File: config.mk
export PLATFORM = sky130hd
export DESIGN_NAME = d2e_pipe_reg
export DESIGN_NICKNAME = d
export VERILOG_FILES = /design/src/rtl/d2e_pipe_reg.sv
export SDC_FILE = /design/constraint.sdc
export NUM_CORES = 1
export LEC_CHECK = 0
export CORE_AREA = 2 2 141 143
export DETAILED_ROUTE_END_ITERATION = 12
export DIE_AREA = 0 0 143 145
export GPL_TIMING_DRIVEN = 0
export PLACE_DENSITY_LB_ADDON = 0.15
export SLEW_MARGIN = 20
export SYNTH_ARGS = -nofsm -noshare
export SYNTH_HDL_FRONTEND = slang
export SYNTH_SLANG_ARGS = --single-unit
export TNS_END_PERCENT = 20
File: constraint.sdc
create_clock -name clk -period 1.4 [get_ports clk]
set_clock_uncertainty 0.05 [all_clocks]
set_input_delay 0.28 -clock clk [delete_from_list [all_inputs] [get_ports clk]]
set_output_delay 0.28 -clock clk [all_outputs]
set_load 0.02 [all_outputs]
File: src/rtl/d2e_pipe_reg.sv
// D-to-E pipeline register: latches decoded D fields, inserts bubbles on Stall, flushes to the handler on Req.
// Build option D2E_BUBBLE_KEEP_PC_EN: a bubble keeps the stalled instruction's PC and BD (macroscopic PC).
module d2e_pipe_reg #(
   parameter logic [31:0] RESET_PC   = 32'h0000_3000,
   parameter logic [31:0] HANDLER_PC = 32'h0000_4180
) (
   input  logic        clk,
   input  logic        reset_n,
   input  logic        Stall,
   input  logic        Req,
   input  logic [31:0] DPC,
   input  logic [31:0] DInstr,
   input  logic [31:0] DRD1,
   input  logic [31:0] DRD2,
   input  logic [31:0] DExt,
   input  logic [4:0]  DRegDst,
   input  logic        DWriteRegEn,
   input  logic [2:0]  DTNew,
   input  logic        DWriteEPC,
   input  logic [4:0]  DExcCode,
   input  logic        DBD,
   output logic [31:0] EPC,
   output logic [31:0] EInstr,
   output logic [31:0] ERD1,
   output logic [31:0] ERD2,
   output logic [31:0] EExt,
   output logic [4:0]  ERegDst,
   output logic        EWriteRegEn,
   output logic [2:0]  ETNew,
   output logic        EWriteEPC,
   output logic [4:0]  EExcCode,
   output logic        EBD,
   output logic [2:0]  EMTNew
);

   always_ff @(posedge clk or negedge reset_n) begin
      if (!reset_n) begin
         EPC         <= RESET_PC;
         EInstr      <= '0;
         ERD1        <= '0;
         ERD2        <= '0;
         EExt        <= '0;
         ERegDst     <= '0;
         EWriteRegEn <= 1'b0;
         ETNew       <= '0;
         EWriteEPC   <= 1'b0;
         EExcCode    <= '0;
         EBD         <= 1'b0;
      end else if (Req) begin
         // Flush wins over Stall: the handler's first fetch must not see a held instruction.
         EPC         <= HANDLER_PC;
         EInstr      <= '0;
         ERD1        <= '0;
         ERD2        <= '0;
         EExt        <= '0;
         ERegDst     <= '0;
         EWriteRegEn <= 1'b0;
         ETNew       <= '0;
         EWriteEPC   <= 1'b0;
         EExcCode    <= '0;
         EBD         <= 1'b0;
      end else if (Stall) begin
         EInstr      <= '0;
         ERD1        <= '0;
         ERD2        <= '0;
         EExt        <= '0;
         ERegDst     <= '0;
         EWriteRegEn <= 1'b0;
         ETNew       <= '0;
         EWriteEPC   <= 1'b0;
         EExcCode    <= '0;
`ifdef D2E_BUBBLE_KEEP_PC_EN
         EPC         <= DPC;
         EBD         <= DBD;
`else
         EPC         <= '0;
         EBD         <= 1'b0;
`endif
      end else begin
         EPC         <= DPC;
         EInstr      <= DInstr;
         ERD1        <= DRD1;
         ERD2        <= DRD2;
         EExt        <= DExt;
         ERegDst     <= DRegDst;
         EWriteRegEn <= DWriteRegEn;
         ETNew       <= DTNew;
         EWriteEPC   <= DWriteEPC;
         EExcCode    <= DExcCode;
         EBD         <= DBD;
      end
   end

   // One stage closer to producing its result; never wraps below zero.
   assign EMTNew = (ETNew == 3'd0) ? 3'd0 : ETNew - 3'd1;

endmodule
# ---- Word level (Yosys, flattened, before mapping)
# Cells that the tools add are included.
dict set report word_totals {
  reg_bits 176
  in_bits 180
  output_inout_bits 179
  elab_cells 36
}
dict set report classes {
  add_sub_neg 1
  muxes 23
  reduce_logical 1
}
# op n
set ops {}
lappend ops {{2-to-1 mux 32 bit} 10}
lappend ops {{2-to-1 mux 5 bit} 4}
lappend ops {{2-to-1 mux 3 bit} 3}
lappend ops {{2-to-1 mux 1 bit} 6}
lappend ops {{logical NOT 3 bit} 1}
lappend ops {{subtractor 3 x 1 -> 3 bit, second input constant} 1}

# ---- Depth between registers and ports, before layout
dict set report logic_depth {
  depth_word 2
  mapped_depth 4
  ltp_nobuf 3
}

# ---- Worst setup path after synthesis
# OpenSTA, ideal clock, no wires.
dict set report synth_path {
  kind {register to output}
  start {register ETNew[1]}
  end {output EMTNew[1]}
  arrival_time_ns 1.147
  required_ns 1.070
  path_slack_ns -0.077
  path_stages_with_launch 4
  path_buffers 0
  path_cell_list {dfrtp_1 -> nor2_1 -> inv_1 -> o21ai_0}
}
dict set report synth_between {
  elab_chain_cells 2
  word_cells_on_any_way 3
  classes_between {add/sub (1); mux (1); reduce/logical (1)}
}
# element line
set synth_rtl {}
lappend synth_rtl {{start, declared} 29} ;# output logic [2:0] ETNew,
lappend synth_rtl {{start signal, assigned} 87} ;# ETNew <= DTNew;
lappend synth_rtl {{subtractor 3 x 1 -> 3 bit or logical NOT 3 bit (tied branches)} 95} ;# assign EMTNew = (ETNew == 3'd0) ? 3'd0 : ETNew - 3'd1;
lappend synth_rtl {{2-to-1 mux 3 bit (*)} 95}
lappend synth_rtl {{end, declared} 33} ;# output logic [2:0] EMTNew
# Mark *: on every way between the ends. The rest lies on a longest branch, timed or not.

# ---- Final worst setup path
dict set report layout_path {
  start {register ETNew[1]}
  end {output EMTNew[2]}
}
# The elaborated chain is that of the path after synthesis.

==> results.txt <==
The logs give 4126 for the total via count after detailed routing and 16.7% for the total global-route track usage. The run gives 5 as the total of endpoints with negative setup slack in the final report. The number of antenna violations at the first check in global routing is 0, and the count of final max-slew check failures is 0.

Dividing total power by cell area gives a power density of 1220 mW/mm^2. The x dimension of the die was 143 um. The number of buffers created by CTS was 17. The run gives 0.00979 mm^2 as the cell area after layout.

At the pin with the least slew margin, the transition time is 0.624 ns. The completed layout was analyzed and its total power is 11.9 mW. The slowest cell on the critical path is sky130_fd_sc_hd__dfrtp_1. The critical path's largest stage delay is 0.41 ns, and the warning count from the yosys run is 0. The number of global-route vias before repair is 4538. Synthesis instantiated 13 different standard cells from the library. The worst setup path is launched from a flip-flop. The logs give 0 for the DRC violations left and 381 for the count of mapped cells out of synthesis. The average vias per placed instance came out at 3.97. The core region is 0.0192 mm^2. The worst supply voltage drop on vdd is 772 uV. In this run the remaining antenna-violating nets after routing total 0.

The final critical path takes up 120% of the cycle. The per-instance average area after synthesis came out at 15.2 um^2. Iteration-0 DRC count of the detailed router: 103. Traced cell by cell, the critical path runs through nor2_4 -> inv_2 -> ha_4 -> buf_6.

The tools report the maximum buffer depth of the clock tree as 2. Clock-pin slew was measured on the worst setup and hold paths at 0.07 ns. Required time of the critical path: 1.07 ns. The cell area that synthesis handed to floorplanning was 0.00579 mm^2. TritonCTS built the clock tree. The H-tree depth came out at 4. Max-cap violations in this run came to 0. The worst hold slack across all endpoints is -0.253 ns, and the ratio of cells with drive above 1 in the final layout is 43.2%.

Once the floorplan was initialized, standard cells occupied 30.2% of the core. Based on the critical path, the design can be clocked at up to 594 MHz. STA classifies the critical path endpoint as an output pin. The critical path in this run is classified as flip-flop to output pin. The minimum clock period works out to 1.68 ns. Worst min-delay path category: input port to asynchronous set/reset pin.

The least setup slack across all paths after layout is -0.284 ns, and the standard cell area after detailed placement is 0.00974 mm^2. The number of antenna diodes in the final layout is 0. At the end of routability-driven placement, the weighted congestion stood at 0.771. By area the synthesized netlist is led by sky130_fd_sc_hd__dfrtp_1 75%, sky130_fd_sc_hd__and2_2 12%, sky130_fd_sc_hd__and2_1 9.0%. Headroom to the max-slew limit came out at 58.4%.

Count of clock tree sinks: 176. The tools report the number of detailed-routing iterations run before antenna repair as 3. Setup repair after global routing could not meet its margin everywhere. The area of the multi-input gates came out at 0.00131 mm^2. Dividing the detail-routed wire length by the instance count gives 16.3 um. Vertical extent of the die: 145 um. The flow ran to the end, but the final reports show violations.

The placement-stage worst setup slack came out at -0.292 ns. Maximum fanout count along the critical path: 2. In the final design database the tool counted 944 nets. The fraction of post-synthesis cell area in the top cell type by area is 75.1%.

The final reports fail on negative hold slack, negative setup slack. The largest total area in the synthesized netlist belongs to sky130_fd_sc_hd__dfrtp_1. Across the whole layout, storage elements account for 0.00441 mm^2. Floorplan row count: 51. Number of filler instances in the final layout: 1771. The routed wire length was 17.0 mm; the number of port buffers was 358. The number of endpoints with negative hold slack in the final report is 78. The area growth from synthesis to layout is 68.9%. Global routing finished with a remaining overflow of 0. The final HPWL from detailed placement was 12.8 mm; the die outline area was 0.0207 mm^2. The largest net degree at the start of global routing was 99; the static leakage was 5.00 nW. When the netlist entered floorplanning its net count stood at 563. Pin placement for this block handled 359 I/O pins. The sequential cell area fraction in the yosys report was 76.1%. The register bit total from synthesis was 176; the worst path arrival time was 1.35 ns. The wire length of the first global-routing pass came out at 25.9 mm. CTS root buffer: sky130_fd_sc_hd__clkbuf_16.
## metrics by stage
step           hold slack (ns)  setup TNS (ns)  utilization, %  std cells
3_5_place_dp             0.250          -35.98            50.7       1005
2_1_floorplan          -0.0656               0               -        381
5_1_grt                 -0.197           -1.34            50.9       1040
6_report                -0.253          -0.919            50.9       1040
4_1_cts                 -0.214          -0.873            54.1       1039
3_3_place_gp             0.793        -1255.30            50.6       1004
## cells in the mapped netlist, drive strengths merged
| library cell | number |
|---|---|
| ha | 2 |
| inv | 3 |
| and2 | 173 |
| dfrtp | 174 |
| nand2 | 1 |
| a21o | 3 |
| dfstp | 2 |
| nor2 | 3 |
| buf | 2 |
| o21ai | 1 |
| clkbuf | 17 |
## worst max-delay path, delay by kind of cell, from the launching register on
| kind | cells | cell delay (ns) |
|---|---|---|
| adder cells (fa/ha/maj) | 1 | 0.15 |
| buffers and inverters | 2 | 0.20 |
| flip-flops | 1 | 0.41 |
| AND/OR/NAND/NOR | 1 | 0.17 |
## timing repair
action                                  in CTS  in global routing
setup buffers                                2                  1
hold endpoints to repair                    78                 78
endpoints found under the setup margin     179                114
resized for setup                          606                115
pin swaps                                    1                  1
## flip-flops by register name, summed over array words and instances, names as in the netlist
signal / cells
EBD: 1
EExcCode: 5
EExt: 32
EInstr: 32
EPC: 32
ERD1: 32
ERD2: 32
ERegDst: 5
ETNew: 3
EWriteEPC: 1
EWriteRegEn: 1
## power breakdown
part	switching, mW	leakage [nW]	internal (mW)	total [mW]
registers	0.0504	2.35	5.28	5.33
clock network	2.09	0.316	3.09	5.18
logic	0.649	2.33	0.759	1.41
total	2.79	5.00	9.12	11.9
## layout make-up
| type | count | area share, % |
|---|---|---|
| Buffer | 19 | 1.10 |
| Clock buffer | 19 | 4.53 |
| Clock inverter | 13 | 2.05 |
| Inverter | 3 | 0.115 |
| Multi-Input combinational cell | 183 | 13.3 |
| Sequential cell | 176 | 45.0 |
| Tap cell | 265 | 3.39 |
| Timing Repair Buffer | 362 | 30.5 |
## cell usage in the layout, fill, tap and decap left out, drive strengths merged, types with 2 or more instances in the layout
master and n:
clkdlybuf4s50 178, nor2 3, inv 8, clkbuf 36, dfstp 2, ha 2
clkdlybuf4s15 30, buf 156, clkinv 4, bufinv 4, and2 173, a21o 3
dfrtp 174
## cells by family after synthesis
group | synth area share, %
and+or+nand+nor | 20.9
buffers and inverters | 2.05
adders and majority gates | 0.432
AOI/OAI and AO/OA | 0.540
DFF | 76.1
## worst max-delay path by stage
| stage | from | end | cells after the start |
|---|---|---|---|
| detailed placement | ETNew[1] | EMTNew[1] | 4 |
| global placement | reset_n | EExt[1] | 1 |
| floorplan | ETNew[2] | EMTNew[0] | 3 |
| CTS | ETNew[0] | EMTNew[2] | 4 |
| global route | ETNew[1] | EMTNew[2] | 4 |
| finish | ETNew[1] | EMTNew[2] | 4 |
## routing by layer
metal	track usage, %	vias up	part of all wire, %
met2	29.4	206	53
met5	0	-	0
li1	-	1907	-
met1	17.5	1980	35
met4	7.92	0	3.1
met3	6.17	33	8.8
Note: power is estimated with default switching activity, not from simulation.
